$ cat src/rtl/bridge_arb_pkg.sv
// Shared types and widths for the bridge command-port arbiter.
package bridge_arb_pkg;
  localparam int ADDR_W      = 8;
  localparam int DATA_W      = 32;
  localparam int DEF_TIMEOUT = 256;

  typedef enum logic [1:0] {
    ARB_IDLE  = 2'd0,
    ARB_ISSUE = 2'd1,
    ARB_WAIT  = 2'd2,
    ARB_RESP  = 2'd3
  } arb_state_e;

  typedef struct packed {
    logic              r_wb;
    logic [ADDR_W-1:0] addr;
    logic [DATA_W-1:0] data_w;
  } cmd_t;
endpackage

$ cat src/rtl/rr_arbiter.sv
// Round-robin pick: first asserted request searching upward from last_grant+1, wrapping.
module rr_arbiter #(
  parameter  int NUM_REQ = 4,
  localparam int IW      = $clog2(NUM_REQ)
) (
  input  logic [NUM_REQ-1:0] req,
  input  logic [IW-1:0]      last_grant,
  output logic [NUM_REQ-1:0] grant,
  output logic [IW-1:0]      grant_idx,
  output logic               any
);
  logic [IW:0]   j;
  logic [IW-1:0] jj;

  always_comb begin
    grant     = '0;
    grant_idx = '0;
    any       = 1'b0;
    j         = '0;
    jj        = '0;
    for (int k = 1; k <= NUM_REQ; k++) begin
      j = {1'b0, last_grant} + (IW+1)'(k);
      if (j >= (IW+1)'(NUM_REQ)) j = j - (IW+1)'(NUM_REQ);
      jj = j[IW-1:0];
      if (!any && req[jj]) begin
        any       = 1'b1;
        grant[jj] = 1'b1;
        grant_idx = jj;
      end
    end
  end
endmodule

$ cat src/rtl/bridge_arbiter.sv
// Shares one bridge command port among NUM_REQ requesters; one transaction in flight.
module bridge_arbiter
  import bridge_arb_pkg::*;
#(
  parameter int NUM_REQ = 4,
  parameter int TIMEOUT = DEF_TIMEOUT
) (
  input  logic                           clk,
  input  logic                           rst,
  input  logic [NUM_REQ-1:0]             req_valid,
  input  logic [NUM_REQ-1:0]             req_r_wb,
  input  logic [NUM_REQ-1:0][ADDR_W-1:0] req_addr,
  input  logic [NUM_REQ-1:0][DATA_W-1:0] req_data_w,
  output logic [NUM_REQ-1:0]             req_ready,
  output logic [NUM_REQ-1:0]             resp_valid,
  output logic [DATA_W-1:0]              resp_data,
  output logic                           resp_err,
  output logic                           C_in_valid,
  output logic                           C_r_wb,
  output logic [ADDR_W-1:0]              C_addr,
  output logic [DATA_W-1:0]              C_data_w,
  input  logic                           C_out_valid,
  input  logic [DATA_W-1:0]              C_data_r,
  output logic                           stray_seen
);
  localparam int IW = $clog2(NUM_REQ);
  localparam int CW = $clog2(TIMEOUT);

  arb_state_e state, state_nxt;

  logic [IW-1:0]      last_grant, last_d;
  logic [IW-1:0]      grant_q, grant_d;
  logic [CW-1:0]      cnt, cnt_d;
  logic [NUM_REQ-1:0] arb_grant;
  logic [IW-1:0]      arb_idx;
  logic               arb_any;
  logic               timeout;

  cmd_t               cmd_q, cmd_d;
  logic               cin_d;
  logic [NUM_REQ-1:0] ready_d, rv_d;
  logic [DATA_W-1:0]  rdata_d;
  logic               rerr_d, stray_d;

  rr_arbiter #(.NUM_REQ(NUM_REQ)) u_rr (
    .req        (req_valid),
    .last_grant (last_grant),
    .grant      (arb_grant),
    .grant_idx  (arb_idx),
    .any        (arb_any)
  );

  assign timeout  = (cnt == CW'(TIMEOUT-1));
  assign C_r_wb   = cmd_q.r_wb;
  assign C_addr   = cmd_q.addr;
  assign C_data_w = cmd_q.data_w;

  always_ff @(posedge clk or posedge rst) begin
    if (rst) state <= ARB_IDLE;
    else     state <= state_nxt;
  end

  always_comb begin
    state_nxt = state;
    case (state)
      ARB_IDLE:  if (arb_any) state_nxt = ARB_ISSUE;
      ARB_ISSUE: state_nxt = ARB_WAIT;
      ARB_WAIT:  if (C_out_valid || timeout) state_nxt = ARB_RESP;
      ARB_RESP:  state_nxt = ARB_IDLE;
      default:   state_nxt = ARB_IDLE;
    endcase
  end

  // Next values for the output registers; command/pulse outputs default to 0,
  // response fields default to hold.
  always_comb begin
    cmd_d   = '0;
    cin_d   = 1'b0;
    ready_d = '0;
    rv_d    = '0;
    rdata_d = resp_data;
    rerr_d  = resp_err;
    stray_d = stray_seen | (C_out_valid && state != ARB_WAIT);
    last_d  = last_grant;
    grant_d = grant_q;
    cnt_d   = '0;
    case (state)
      ARB_IDLE: if (arb_any) begin
        grant_d = arb_idx;
        ready_d = arb_grant;
        cin_d   = 1'b1;
        cmd_d   = '{r_wb: req_r_wb[arb_idx], addr: req_addr[arb_idx], data_w: req_data_w[arb_idx]};
      end
      ARB_WAIT: begin
        cnt_d = cnt + 1'b1;
        if (C_out_valid) begin
          rv_d[grant_q] = 1'b1;
          rdata_d       = C_data_r;
          rerr_d        = 1'b0;
        end else if (timeout) begin
          rv_d[grant_q] = 1'b1;
          rdata_d       = '0;
          rerr_d        = 1'b1;
        end
      end
      ARB_RESP: last_d = grant_q;
      default: ;
    endcase
  end

  always_ff @(posedge clk or posedge rst) begin
    if (rst) begin
      cmd_q      <= '0;
      C_in_valid <= 1'b0;
      req_ready  <= '0;
      resp_valid <= '0;
      resp_data  <= '0;
      resp_err   <= 1'b0;
      stray_seen <= 1'b0;
      last_grant <= IW'(NUM_REQ-1);
      grant_q    <= '0;
      cnt        <= '0;
    end else begin
      cmd_q      <= cmd_d;
      C_in_valid <= cin_d;
      req_ready  <= ready_d;
      resp_valid <= rv_d;
      resp_data  <= rdata_d;
      resp_err   <= rerr_d;
      stray_seen <= stray_d;
      last_grant <= last_d;
      grant_q    <= grant_d;
      cnt        <= cnt_d;
    end
  end
endmodule

$ cat config.mk
export PLATFORM = sky130hd
export DESIGN_NAME = bridge_arbiter
export DESIGN_NICKNAME = d
export VERILOG_FILES = /design/src/rtl/bridge_arb_pkg.sv /design/src/rtl/rr_arbiter.sv /design/src/rtl/bridge_arbiter.sv
export SDC_FILE = /design/constraint.sdc
export NUM_CORES = 1
export LEC_CHECK = 0
export ABC_CLOCK_PERIOD_IN_PS = 4600
export CAP_MARGIN = 20
export CORE_MARGIN = 5
export CORE_UTILIZATION = 48
export CTS_CLUSTER_SIZE = 25
export DETAILED_ROUTE_END_ITERATION = 10
export PLACE_DENSITY = 0.84
export SLEW_MARGIN = 10
export SYNTH_ARGS = -nofsm -noshare
export SYNTH_HDL_FRONTEND = slang
export SYNTH_SLANG_ARGS = --single-unit
$ cat constraint.sdc
create_clock -name clk -period 4.6 [get_ports clk]
set_clock_uncertainty 0.15 [all_clocks]
set_input_delay 0.92 -clock clk [delete_from_list [all_inputs] [get_ports clk]]
set_output_delay 0.92 -clock clk [all_outputs]
set_load 0.005 [all_outputs]
* Word-level counts from Yosys, hierarchy flattened
Cells that the tools add are included.
Cells by class: order comparisons 15, reductions and logical operators 18, mux-type cells 57, bitwise logic cells 4, add/sub/neg operators 9, equality and inequality tests 7
Operator list (number):
- 32-bit two-way mux | 3
- 41-bit two-way mux | 2
- 32-bit binary-select mux with 2-bit select | 1
- 4-bit two-way mux | 9
- 2-bit two-way mux | 10
- 2-bit by 3-bit < comparator with 1-bit output (second input constant) | 6
- 1-bit two-way mux | 18
- 8-bit binary-select mux with 2-bit select | 1
- 8-bit two-way mux | 2
- 3-bit greater-or-equal comparator (second input constant) | 4
- 4-bit bitwise OR | 3
- 1-bit binary-select mux with 2-bit select | 5
- 1-bit demux with 2-bit select | 5
- 2-bit by 1-bit greater-or-equal comparator with 1-bit output (second input constant) | 5
- 1-bit logical AND | 9
- 8-bit by 1-bit adder with 8-bit output (second input constant) | 1
- 8-bit equality test (second input constant) | 1
- 2-bit case mux with 4 select lines | 1
- 2-bit by 1-bit subtractor with 2-bit output (second input constant) | 4
- 2-bit by 2-bit adder with 3-bit output (second input constant) | 2
- 2-bit != test (second input constant) | 3
- 2-bit AND reduction | 3
- 2-bit equality test (second input constant) | 2
- 2-bit by 1-bit adder with 3-bit output (second input constant) | 1
- 7 further kinds | 9
Word-level totals: word-level logic and storage cells 123, output and inout port bits 84, register bits 98, bits of input ports 203

* Longest topological paths before layout
Gate-level depths: netlist of run 1.
depth in word-level cells 19, depth in mapped cells 12, mapped depth without buffers 7

* Modules after synthesis
A second synthesis of run 1 with hierarchy kept.
Second synthesis, totals: cells, all modules 372, area, all modules 5058.6 um2
Modules (own cells, without submodules):
- bridge_arbiter | area an instance 4429.2 um2, sequential area each 2454.9 um2, cells each 286, instances 1
- rr_arbiter | area an instance 629.4 um2, sequential area each 0.0 um2, cells each 86, instances 1

* Worst setup path after synthesis of run 1
No wires, ideal clock.
path kind reg-to-reg, from register last_grant[0], to register cmd_q, in the netlist C_data_w[1], setup time 0.140 ns, cell stages (with the launch flop) 12, data arrival time 2.985 ns, buffers on the path 4, period minus slack after synthesis 3.275 ns, slack 1.325 ns, required time 4.310 ns, path through dfstp_2 buf_6 inv_2 clkbuf_1 ha_1 buf_4 mux4_2 clkbuf_1 nor3b_1 a211o_1 a211oi_1 o32ai_2
RTL lines:
- start, declared | RTL line bridge_arbiter.sv:31 | logic [IW-1:0] last_grant, last_d;
- start signal, assigned | RTL line bridge_arbiter.sv:120 | last_grant <= IW'(NUM_REQ-1);
- start signal, assigned | RTL line bridge_arbiter.sv:131 | last_grant <= last_d;
- end signal, assigned | RTL line bridge_arbiter.sv:124 | cmd_q <= cmd_d;
- end, declared | RTL line bridge_arbiter.sv:39 | cmd_t cmd_q, cmd_d;

==> flow_summary_export.csv, run 1 <==
group,metric,value,unit
critical_path,timing.reg2reg.worst_path_depth,8,
global_routing,grt_util_all_layers,0.280,
pwr,power.static_leakage,4.77,nW
synth,syn_avg_cell_area,8.72,sq um
synth,synth-async-reset-ratio,1.00,
die,floorplan.die.height,145,microns
global_routing,grt_pass1_vias,9241,
critical_path,worst_ep_required_time,4.63,ns
synth,synth.mux.area_fraction,0.0658,
global_routing,grt_max_degree,107,
routing,routed-via-count,9464,
synth,postSynthCellCount,1010,
synth,synth-compound-area-share,0.311,
synth,ys_warn_count,0,
clocking,tritoncts.num_buffers,9,
die,floorplan.die_area,0.0212,sq mm
routing,initial_drc_count,842,
min_path,worstHoldEndpoint,"stray_seen",
sta,grt_setup_unrepaired,"no",
critical_path,timing.critical_path.fanout_max,40,
sta,clock.fmax,252,MHz
critical_path,regToRegSetupSlack,0.62,ns
place,place.detailed.hpwl,20.6,mm
clocking,clock-root-buffer,"clkbuf_16",
synth,synth-seq-cells,98,
synth,netlist_area,0.00881,sq mm
min_path,holdPathStages,1,
synth,synth_enable_flop_cells,0,
sta,slew-limit-headroom,0.243,
critical_path,r2r_start,"last_grant[0]",
routing,routed_length_per_instance,21.8,microns
pwr,pwr_density_cell,644,mW/mm^2
synth,synth_adder_area_share,0.0170,
routing,post_detailed_routing_wire_length,31.4,mm
critical_path,worst-endpoint-arrival,4.00,ns
min_path,worstHoldPathType,"register to register",
critical_path,crit-reg2reg-capture,"C_data_w[1]",
min_path,hold_path.startpoint,"stray_seen",
clocking,post-cts-setup-buffers,0,
cells_and_area,inserted_diodes,0,
clocking,cts_sinks,98,
global_routing,antenna_violations_before_repair,0,
run_status,outcome,"completed",
cells_and_area,multi_input_comb_area,0.00574,sq mm
clocking,ctsHoldBuffers,0,
sta,timing_max_transition_violations_final,0,
cells_and_area,final_common_cell,"clkdlybuf4s50_1",
sta,tightest_slew,1.14,ns
place,gp_routability_congestion,0.854,
cells_and_area,area_growth,35.9,%
routing,vias_per_cell,6.59,
die,rows,49,
critical_path,timing.critical_path.to_type,"register",
sta,period_utilization,0.864,
sta,timing.final.hold_violations,0,
clocking,cts-root-to-sink-buffers,2,
cells_and_area,final-seq-area,0.00246,sq mm
critical_path,setup.worst_path.start_class,"register",
cells_and_area,finalInstanceArea,0.0120,sq mm
clocking,post_cts_resize_count,0,
sta,report.final.setup_viol,0,
die,fp.dieW,145,microns
clocking,cts-htree-levels,3,
synth,ys_seq_area_frac,0.279,
synth,ys_dominant_reg_cell,"dfrtp_1",
die,initial_core_utilization,0.489,
clocking,clkSlewWorstSetupHoldPaths,0.08,ns
clocking,cts_tree,"done",
routing,remaining_drc_errors,0,
synth,netlist-cell-type-count,49,
pwr,power.ir.vdd_worst,0.629,mV
global_routing,grt-ovfl-total,0,
sta,finalHoldWorstSlack,0.343,ns
synth,mappedNetlistNets,1225,
cells_and_area,layout.nets,1418,
place,dpl_cell_area,0.0116,sq mm
cells_and_area,fraction_of_layout_cells_with_a_size_suffix_above_1,0.0911,
critical_path,path_class,"register to register",
routing,detailedRoute.firstPassIterationCount,5,
clocking,worst_skew_pair.late_latency,0.35,ns
synth,synth_top_family_by_area,"compound AO/OA/AOI/OAI gates",
sta,finalSetupTns,0,ns
routing,ant_nets,0,
die,core-area,0.0180,sq mm
die,ios,287,
cells_and_area,num-fill-cells,1466,
job,drv_cap,0,
synth,synthSimpleGateAreaFrac,0.248,
cells_and_area,layout.cells.most_common_list,"286 x clkdlybuf4s50_1, 118 x a211oi_1, 96 x dfrtp_1, 84 x nor3b_1, 80 x nand2_1",
place,portBuffers,286,
synth,synth-xor-area-share,0.00597,
global_routing,grt_first_pass_wirelength,49.8,mm
sta,finalWorstPathRequiredPeriod,3.98,ns
==> worst max-delay path: stages, from the launching register on <==
cell	delay, ns
dfstp_4	0.81
buf_4	0.47
mux4_4	0.76
buf_4	0.30
nor2b_1	0.40
nor2_4	0.23
buf_16	0.23
o32ai_1	0.31
o32ai_2	0.12
==> logic make-up after synthesis <==
group,count (synthesis)
buf+inv,141
simple gates,356
xor+xnor,6
fa+ha+maj,12
flops,98
compound gates,347
mux,50
==> where the power goes <==
part	switching (W)	leakage, nW	total [W]	internal (W)
Sequential	0.000185	1.27	0.00135	0.00117
Clock	0.000372	0.148	0.000800	0.000428
Combinational	0.00313	3.35	0.00555	0.00242
Total	0.00369	4.77	0.00770	0.00401
==> cell usage after synthesis (all sizes together), types with 2 or more instances <==
| cell type | instances | area [sq um] |
|---|---|---|
| a211oi | 123 | 948 |
| a2bb2oi | 4 | 35.0 |
| a21o | 2 | 15.0 |
| mux2i | 43 | 455 |
| nand2 | 80 | 300 |
| clkbuf | 100 | 375 |
| or3 | 2 | 12.5 |
| a31oi | 2 | 12.5 |
| mux4 | 4 | 90.1 |
| o22a | 2 | 17.5 |
| ha | 12 | 150 |
| a211o | 41 | 359 |
| nand3 | 76 | 551 |
| nor3b | 84 | 631 |
| inv | 8 | 30.0 |
| buf | 33 | 239 |
| o21ai | 39 | 195 |
| xnor2 | 3 | 26.3 |
| nand2b | 45 | 289 |
| nor2 | 16 | 62.6 |
| xor2 | 3 | 26.3 |
| dfrtp | 96 | 2400 |
| o32ai | 82 | 763 |
| dfstp | 2 | 52.6 |
| a221oi | 4 | 35.0 |
| a21oi | 2 | 10.0 |
| nor2b | 2 | 12.5 |
| mux2 | 3 | 33.8 |
| and3 | 45 | 282 |
| a21boi | 42 | 315 |
==> state kept, by name (all words and copies together), names as in the netlist <==
register	flops
C_data_w	32
C_r_wb	1
cnt	8
last_grant	2
state	2
resp_valid	4
resp_err	1
C_addr	8
C_in_valid	1
grant_q	2
req_ready	4
resp_data	32
stray_seen	1
==> per-layer routing <==
layer / track usage / up-vias / wire length (microns)
li1: - / 4284 / -
met1: 0.371 / 4604 / 12700
met2: 0.452 / 505 / 14900
met3: 0.0579 / 71 / 2760
met4: 0.106 / 0 / 964
met5: 0 / - / 0
==> through the flow <==
step,total power (W),util,setup WS [ns],std cells
after floorplan,0.00516,-,0.971,1010
after CTS,0.00759,0.662,0.615,1435
final,0.00770,0.664,0.624,1437
after global routing,0.00818,0.664,0.461,1437
after global placement,0.00666,0.645,0.517,1419
after detailed placement,0.00677,0.645,0.377,1419
==> how the worst max path moves through the flow <==
stage / to / depth (start not counted) / startpoint / slack, ns
finish: C_data_w[1] / 8 / last_grant[0] / 0.62
global route: C_data_w[6] / 8 / last_grant[0] / 0.46
CTS: C_data_w[13] / 7 / last_grant[0] / 0.61
detailed placement: C_data_w[18] / 7 / req_valid[0] / 0.38
global placement: C_data_w[15] / 7 / req_valid[3] / 0.52
floorplan: C_addr[0] / 1 / rst / 0.97
==> cell type report <==
class / instances / area share
timing repair buffer: 315 / 0.263
inverter: 8 / 0.00272
clock inverter: 7 / 0.00638
multi-input combinational: 771 / 0.480
sequential: 98 / 0.205
tap: 229 / 0.0239
clock buffer: 9 / 0.0188
(Power assumes the default switching activity.)
==> inputs of run 2 (changes only) <==
Settings changed: REMOVE_ABC_BUFFERS set to 1.
==> run 2 against run 1 <==
  * Count of clock-buffer cells in the layout rose by 1
  * Hold slack lost 0.024 ns
  * Die area stayed put
  * Global-route usage hardly changed
  * Fmax grew 2.8%
  * First-iteration DRC count rose by 7.6%
  * Critical path depth stayed put
  * Critical endpoint is now C_addr[0]
  * Wire length hardly changed
  * Final area barely moved
  * Non-clock buffer count did not move
==> flow_summary_export.csv, run 2 (same netlist as run 1, synthesis figures left out) <==
group,metric,value,unit
cells_and_area,post_layout_nonfiller_instances,1437,
cells_and_area,fraction_of_layout_cells_with_a_size_suffix_above_1,0.0902,
critical_path,setup.worst_path.start_class,"register",
critical_path,cp_num_buf_inv,2,
sta,finalWorstPathRequiredPeriod,3.87,ns
critical_path,path_class,"register to register",
routing,detailedRoute.firstPassIterationCount,5,
clocking,post-cts-setup-buffers,0,
cells_and_area,layout.cells.most_common_list,"286 x clkdlybuf4s50_1, 118 x a211oi_1, 96 x dfrtp_1, 84 x nor3b_1, 80 x nand2_1",
critical_path,timing.critical_path.to_type,"register",
pwr,share_seq_of_total_power,0.177,
routing,ant_nets,0,
place,portBuffers,286,
routing,routed_length_per_instance,21.9,microns
cells_and_area,final_common_cell,"clkdlybuf4s50_1",
critical_path,r2r_start,"last_grant[1]",
clocking,cts-htree-levels,3,
die,ios,287,
sta,tightest_slew,1.20,ns
cells_and_area,area_growth,35.8,%
die,initial_core_utilization,0.489,
global_routing,antenna_violations_before_repair,3,
pwr,power.static_leakage,4.76,nW
cells_and_area,finalInstanceArea,0.0120,sq mm
clocking,worst_skew_pair.late_latency,0.34,ns
sta,final.setup.worst_slack,0.732,ns
sta,slew-limit-headroom,0.197,
pwr,power.ir.vdd_worst,0.501,mV
sta,grt_setup_unrepaired,"no",
clocking,clkSlewWorstSetupHoldPaths,0.08,ns
min_path,hold_path.startpoint,"cnt[0]",
sta,period_utilization,0.841,
clocking,post_cts_resize_count,0,
clocking,ctsHoldBuffers,0,
routing,initial_drc_count,906,
routing,met3RoutedLength,3.34,mm
critical_path,timing.critical_path.fanout_max,41,
global_routing,grt-ovfl-total,0,
place,dpl_cell_area,0.0117,sq mm
critical_path,stage_delay_of_the_slowest_cell_on_the_critical_path,0.80,ns
job,drv_cap,0,
critical_path,crit_cells,8,
routing,remaining_drc_errors,0,
run_status,outcome,"completed",
routing,routed-via-count,9411,
critical_path,critical_path.slowest_cell,"mux4_2",
global_routing,grt_max_degree,250,
critical_path,regToRegSetupSlack,0.73,ns
critical_path,timing.critical_path.cells,"inv_1 -> ha_1 -> mux4_2 -> nor2b_1 -> nor2_4 -> buf_4 -> o32ai_1 -> o32ai_1",
clocking,clock-root-buffer,"clkbuf_16",
sta,clock.fmax,259,MHz
die,rows,49,
routing,detail_route.wirelength.met1,12.4,mm
routing,highest_layer,"met5",
sta,timing_max_transition_violations_final,0,
critical_path,worst-endpoint-arrival,3.97,ns
pwr,share_comb_of_total_power,0.728,
pwr,intPower,0.00399,W
pwr,power.total,0.00764,W
routing,post_detailed_routing_wire_length,31.4,mm
cells_and_area,num-fill-cells,1487,
min_path,worstHoldEndpoint,"cnt[0]",
place,place.detailed.hpwl,21.2,mm
sta,report.final.setup_viol,0,
sta,timing.final.hold_violations,0,
place,pre_cts_ws,0.628,ns
pwr,clock_power_share,0.096,
global_routing,grt_util_all_layers,0.280,
place,gp_routability_congestion,0.894,
pwr,power_switching_share,0.478,
critical_path,crit-reg2reg-capture,"C_addr[0]",
routing,vias_per_cell,6.55,
sta,finalHoldWorstSlack,0.319,ns
min_path,holdPathStages,1,
pwr,power_switching,0.00365,W
critical_path,timing.reg2reg.worst_path_depth,8,
global_routing,grt_first_pass_wirelength,49.5,mm
place,placed_cells,1420,
die,floorplan.die.height,145,microns
clocking,cts-root-to-sink-buffers,2,
routing,met2WireLength,14.8,mm
die,core-area,0.0180,sq mm
pwr,pwr_density_cell,639,mW/mm^2
die,floorplan.die_area,0.0212,sq mm
cells_and_area,final-seq-area,0.00246,sq mm
critical_path,critical_path.most_common_cell,"o32ai_1",
cells_and_area,inserted_diodes,0,
critical_path,worst_ep_required_time,4.70,ns
clocking,cts_tree,"done",
min_path,worstHoldPathType,"register to register",
clocking,cts_sinks,98,
die,fp.dieW,145,microns
global_routing,grt_pass1_vias,9000,
critical_path,cp_top_family,"multiplexers",
cells_and_area,layout.nets,1418,
clocking,tritoncts.num_buffers,9,
cells_and_area,multi_input_comb_area,0.00574,sq mm
run 2: cell types whose count changed in the layout (fill, tap and decap cells not counted), sizes merged:
cell,previous run,this run
bufinv,1,0
clkinv,3,2
clkinvlp,1,2
clkbuf,9,10
run 2: metrics by stage:
stage | utilization | setup TNS, ns
floorplan | - | -167.83
global placement | 0.647 | 0
detailed placement | 0.647 | 0
CTS | 0.662 | 0
global route | 0.664 | 0
finish | 0.664 | 0
run 2: cell type report:
| class | instances | share of cell area |
|---|---|---|
| tap | 229 | 0.0240 |
| clock inverter | 6 | 0.00408 |
| multi-input combinational | 771 | 0.480 |
| inverter | 8 | 0.00272 |
| timing repair buffer | 315 | 0.264 |
| clock buffer | 10 | 0.0191 |
| sequential | 98 | 0.206 |
run 2: per-layer routing:
layer  vias up  GRT usage
met5         -          0
met2       514      0.453
met3        64     0.0835
met1      4529      0.362
met4         6     0.0886
li1       4298          -
run 2: how the worst max path moves through the flow:
stage	start	to
global route	last_grant[1]	C_addr[3]
floorplan	last_grant[0]	C_addr[0]
global placement	req_valid[1]	C_data_w[23]
CTS	last_grant[1]	C_data_w[10]
detailed placement	req_valid[1]	C_data_w[16]
finish	last_grant[1]	C_addr[0]
run 2: worst register-to-register path, cell delays in order, from the launching register on:
cell and delay [ns]:
dfstp_2 0.66, inv_1 0.19, ha_1 0.58, mux4_2 0.80
nor2b_1 0.31, nor2_4 0.09, buf_4 0.49, o32ai_1 0.21
o32ai_1 0.29
run 2: power by group through the flow:
stage / clock network (W) / registers, W / logic [W]
6_report: 0.000731 / 0.00135 / 0.00556
5_1_grt: 0.000789 / 0.00138 / 0.00599
4_1_cts: 0.000748 / 0.00135 / 0.00549
3_5_place_dp: 0 / 0.00136 / 0.00547
3_3_place_gp: 0 / 0.00135 / 0.00537
2_1_floorplan: 0 / 0.00153 / 0.00332
==> inputs of run 3 (changes only) <==
Settings changed: ABC_CLOCK_PERIOD_IN_PS 4600 to 3450, CORE_UTILIZATION 48 to 43, PLACE_DENSITY 0.84 to 0.79.
Clock period 4.6 ns to 3.45 ns, I/O delays scaled along.
==> run 3 against run 2 <==
  * Hold slack got worse by 0.0087 ns
  * Sequential share of layout area decreased by 0.69 points
  * Non-clock buffer count increased by 27
  * Sequential power increased by 31%
  * Combinational power increased by 41%
  * Clock power increased by 70%
  * Critical path type unchanged
==> flow_summary_export.csv, run 3 (same netlist as run 1, synthesis figures left out) <==
group,metric,value,unit
global_routing,grt_util_all_layers,0.258,
clocking,ctsHoldBuffers,0,
cells_and_area,post_route_core_utilization,0.614,
critical_path,crit-reg2reg-capture,"C_data_w[31]",
sta,report.final.setup_viol,0,
sta,slew-limit-headroom,0.447,
critical_path,cp_num_buf_inv,3,
job,drv_cap,0,
critical_path,regToRegSetupSlack,0.13,ns
clocking,cts-root-to-sink-buffers,2,
critical_path,cp_top_family,"compound AO/OA/AOI/OAI gates",
routing,routed_length_per_instance,21.5,microns
routing,remaining_drc_errors,0,
critical_path,setup.worst_path.start_class,"register",
pwr,pwr_density_cell,877,mW/mm^2
global_routing,antenna_violations_before_repair,2,
global_routing,grt_first_pass_wirelength,49.9,mm
routing,detailedRoute.firstPassIterationCount,5,
clocking,cts_tree,"done",
sta,finalHoldWorstSlack,0.310,ns
sta,finalWorstPathRequiredPeriod,3.32,ns
global_routing,grt_pass1_vias,9120,
die,ios,287,
sta,timing.final.hold_violations,0,
routing,post_detailed_routing_wire_length,32.4,mm
clocking,clkSlewWorstSetupHoldPaths,0.07,ns
sta,tightest_slew,0.829,ns
min_path,worstHoldPathType,"register to register",
cells_and_area,area_growth,40.5,%
min_path,hold_path.startpoint,"stray_seen",
critical_path,critical_path.most_common_cell,"buf_4",
cells_and_area,inserted_diodes,0,
critical_path,timing.reg2reg.worst_path_depth,8,
pwr,power.ir.vdd_worst,0.632,mV
cells_and_area,final_common_cell,"clkdlybuf4s50_1",
run_status,outcome,"completed",
critical_path,critical_path.slowest_cell,"dfstp_4",
critical_path,path_class,"register to register",
sta,period_utilization,0.963,
clocking,tritoncts.num_buffers,9,
cells_and_area,finalInstanceArea,0.0124,sq mm
cells_and_area,layout.nets,1445,
critical_path,stage_delay_of_the_slowest_cell_on_the_critical_path,0.72,ns
routing,vias_per_cell,6.35,
clocking,clock-root-buffer,"clkbuf_16",
die,floorplan.die_area,0.0234,sq mm
clocking,cts_sinks,98,
pwr,power.static_leakage,4.96,nW
place,dpl_cell_area,0.0120,sq mm
routing,ant_nets,0,
clocking,cts-htree-levels,3,
die,core-area,0.0202,sq mm
routing,initial_drc_count,804,
die,initial_core_utilization,0.437,
clocking,post-cts-setup-buffers,0,
cells_and_area,layout.cells.most_common_list,"286 x clkdlybuf4s50_1, 118 x a211oi_1, 96 x dfrtp_1, 84 x nor3b_1, 80 x nand2_1",
clocking,post_cts_resize_count,0,
min_path,holdPathStages,1,
place,portBuffers,286,
global_routing,grt-ovfl-total,0,
clocking,worst_skew_pair.late_latency,0.35,ns
critical_path,timing.critical_path.cells,"inv_2 -> ha_1 -> buf_4 -> o311a_1 -> o22a_1 -> or4_2 -> buf_4 -> o32ai_1",
critical_path,r2r_start,"last_grant[0]",
die,floorplan.die.height,153,microns
min_path,worstHoldEndpoint,"stray_seen",
cells_and_area,fraction_of_layout_cells_with_a_size_suffix_above_1,0.110,
sta,grt_setup_unrepaired,"no",
die,fp.dieW,153,microns
routing,routed-via-count,9563,
sta,clock.fmax,301,MHz
critical_path,timing.critical_path.to_type,"register",
critical_path,worst-endpoint-arrival,3.41,ns
critical_path,crit_cells,8,
critical_path,worst_ep_required_time,3.54,ns
place,gp_routability_congestion,0.884,
place,place.detailed.hpwl,21.7,mm
die,rows,52,
sta,timing_max_transition_violations_final,0,
critical_path,timing.critical_path.fanout_max,24,
global_routing,grt_max_degree,127,
cells_and_area,num-fill-cells,1720,
sta,finalSetupTns,0,ns
==> run 3: changes by cell type in the layout (fill, tap and decap cells not counted), sizes merged <==
cell	delta
clkbuf	+1
clkinv	-2
bufinv	+3
buf	+27
clkinvlp	-2
==> run 3: metrics by stage <==
step,std cells,total power (W),worst slack [ns]
floorplan,877,0.00648,-4.91
global placement,1487,0.00935,0.113
detailed placement,1487,0.00947,-0.0127
CTS,1503,0.0107,0.128
global route,1505,0.0115,0.0183
finish,1505,0.0109,0.126
==> run 3: how the worst max path moves through the flow <==
| stage | startpoint | endpoint | slack [ns] |
|---|---|---|---|
| 2_1_floorplan | last_grant[0] | C_addr[0] | -4.91 |
| 3_3_place_gp | req_valid[1] | C_addr[0] | 0.11 |
| 3_5_place_dp | req_valid[2] | C_addr[3] | -0.01 |
| 4_1_cts | last_grant[0] | C_data_w[31] | 0.13 |
| 5_1_grt | last_grant[0] | C_addr[0] | 0.02 |
| 6_report | last_grant[0] | C_data_w[31] | 0.13 |
==> run 3: report_power, final <==
group          switching [W]  total (W)  internal [W]
Clock               0.000499    0.00124      0.000737
Combinational        0.00431    0.00785       0.00355
Sequential          0.000211    0.00177       0.00156
Total                0.00502     0.0109       0.00584
==> run 3: final cells by class <==
class / instances / area [sq um] / area share
sequential: 98 / 2460 / 0.199
clock buffer: 11 / 243 / 0.0196
timing repair buffer: 342 / 3450 / 0.279
clock inverter: 5 / 108 / 0.00869
tap: 270 / 338 / 0.0273
inverter: 8 / 32.5 / 0.00263
multi-input combinational: 771 / 5750 / 0.464
==> run 3: worst reg2reg max path, cell delays in order (launching register included) <==
cell and delay, ns:
dfstp_4 0.72, inv_2 0.07, ha_1 0.34, buf_4 0.19
o311a_1 0.35, o22a_1 0.23, or4_2 0.69, buf_4 0.27
o32ai_1 0.21
==> run 3: per-layer routing <==
metal  vias to the layer above  GRT usage  routed length (microns)
met5                         -          0                       23
met4                         4     0.0989                     1050
li1                       4341          -                        -
met3                        75     0.0721                     3180
met1                      4621      0.339                    13300
met2                       522      0.403                    14800
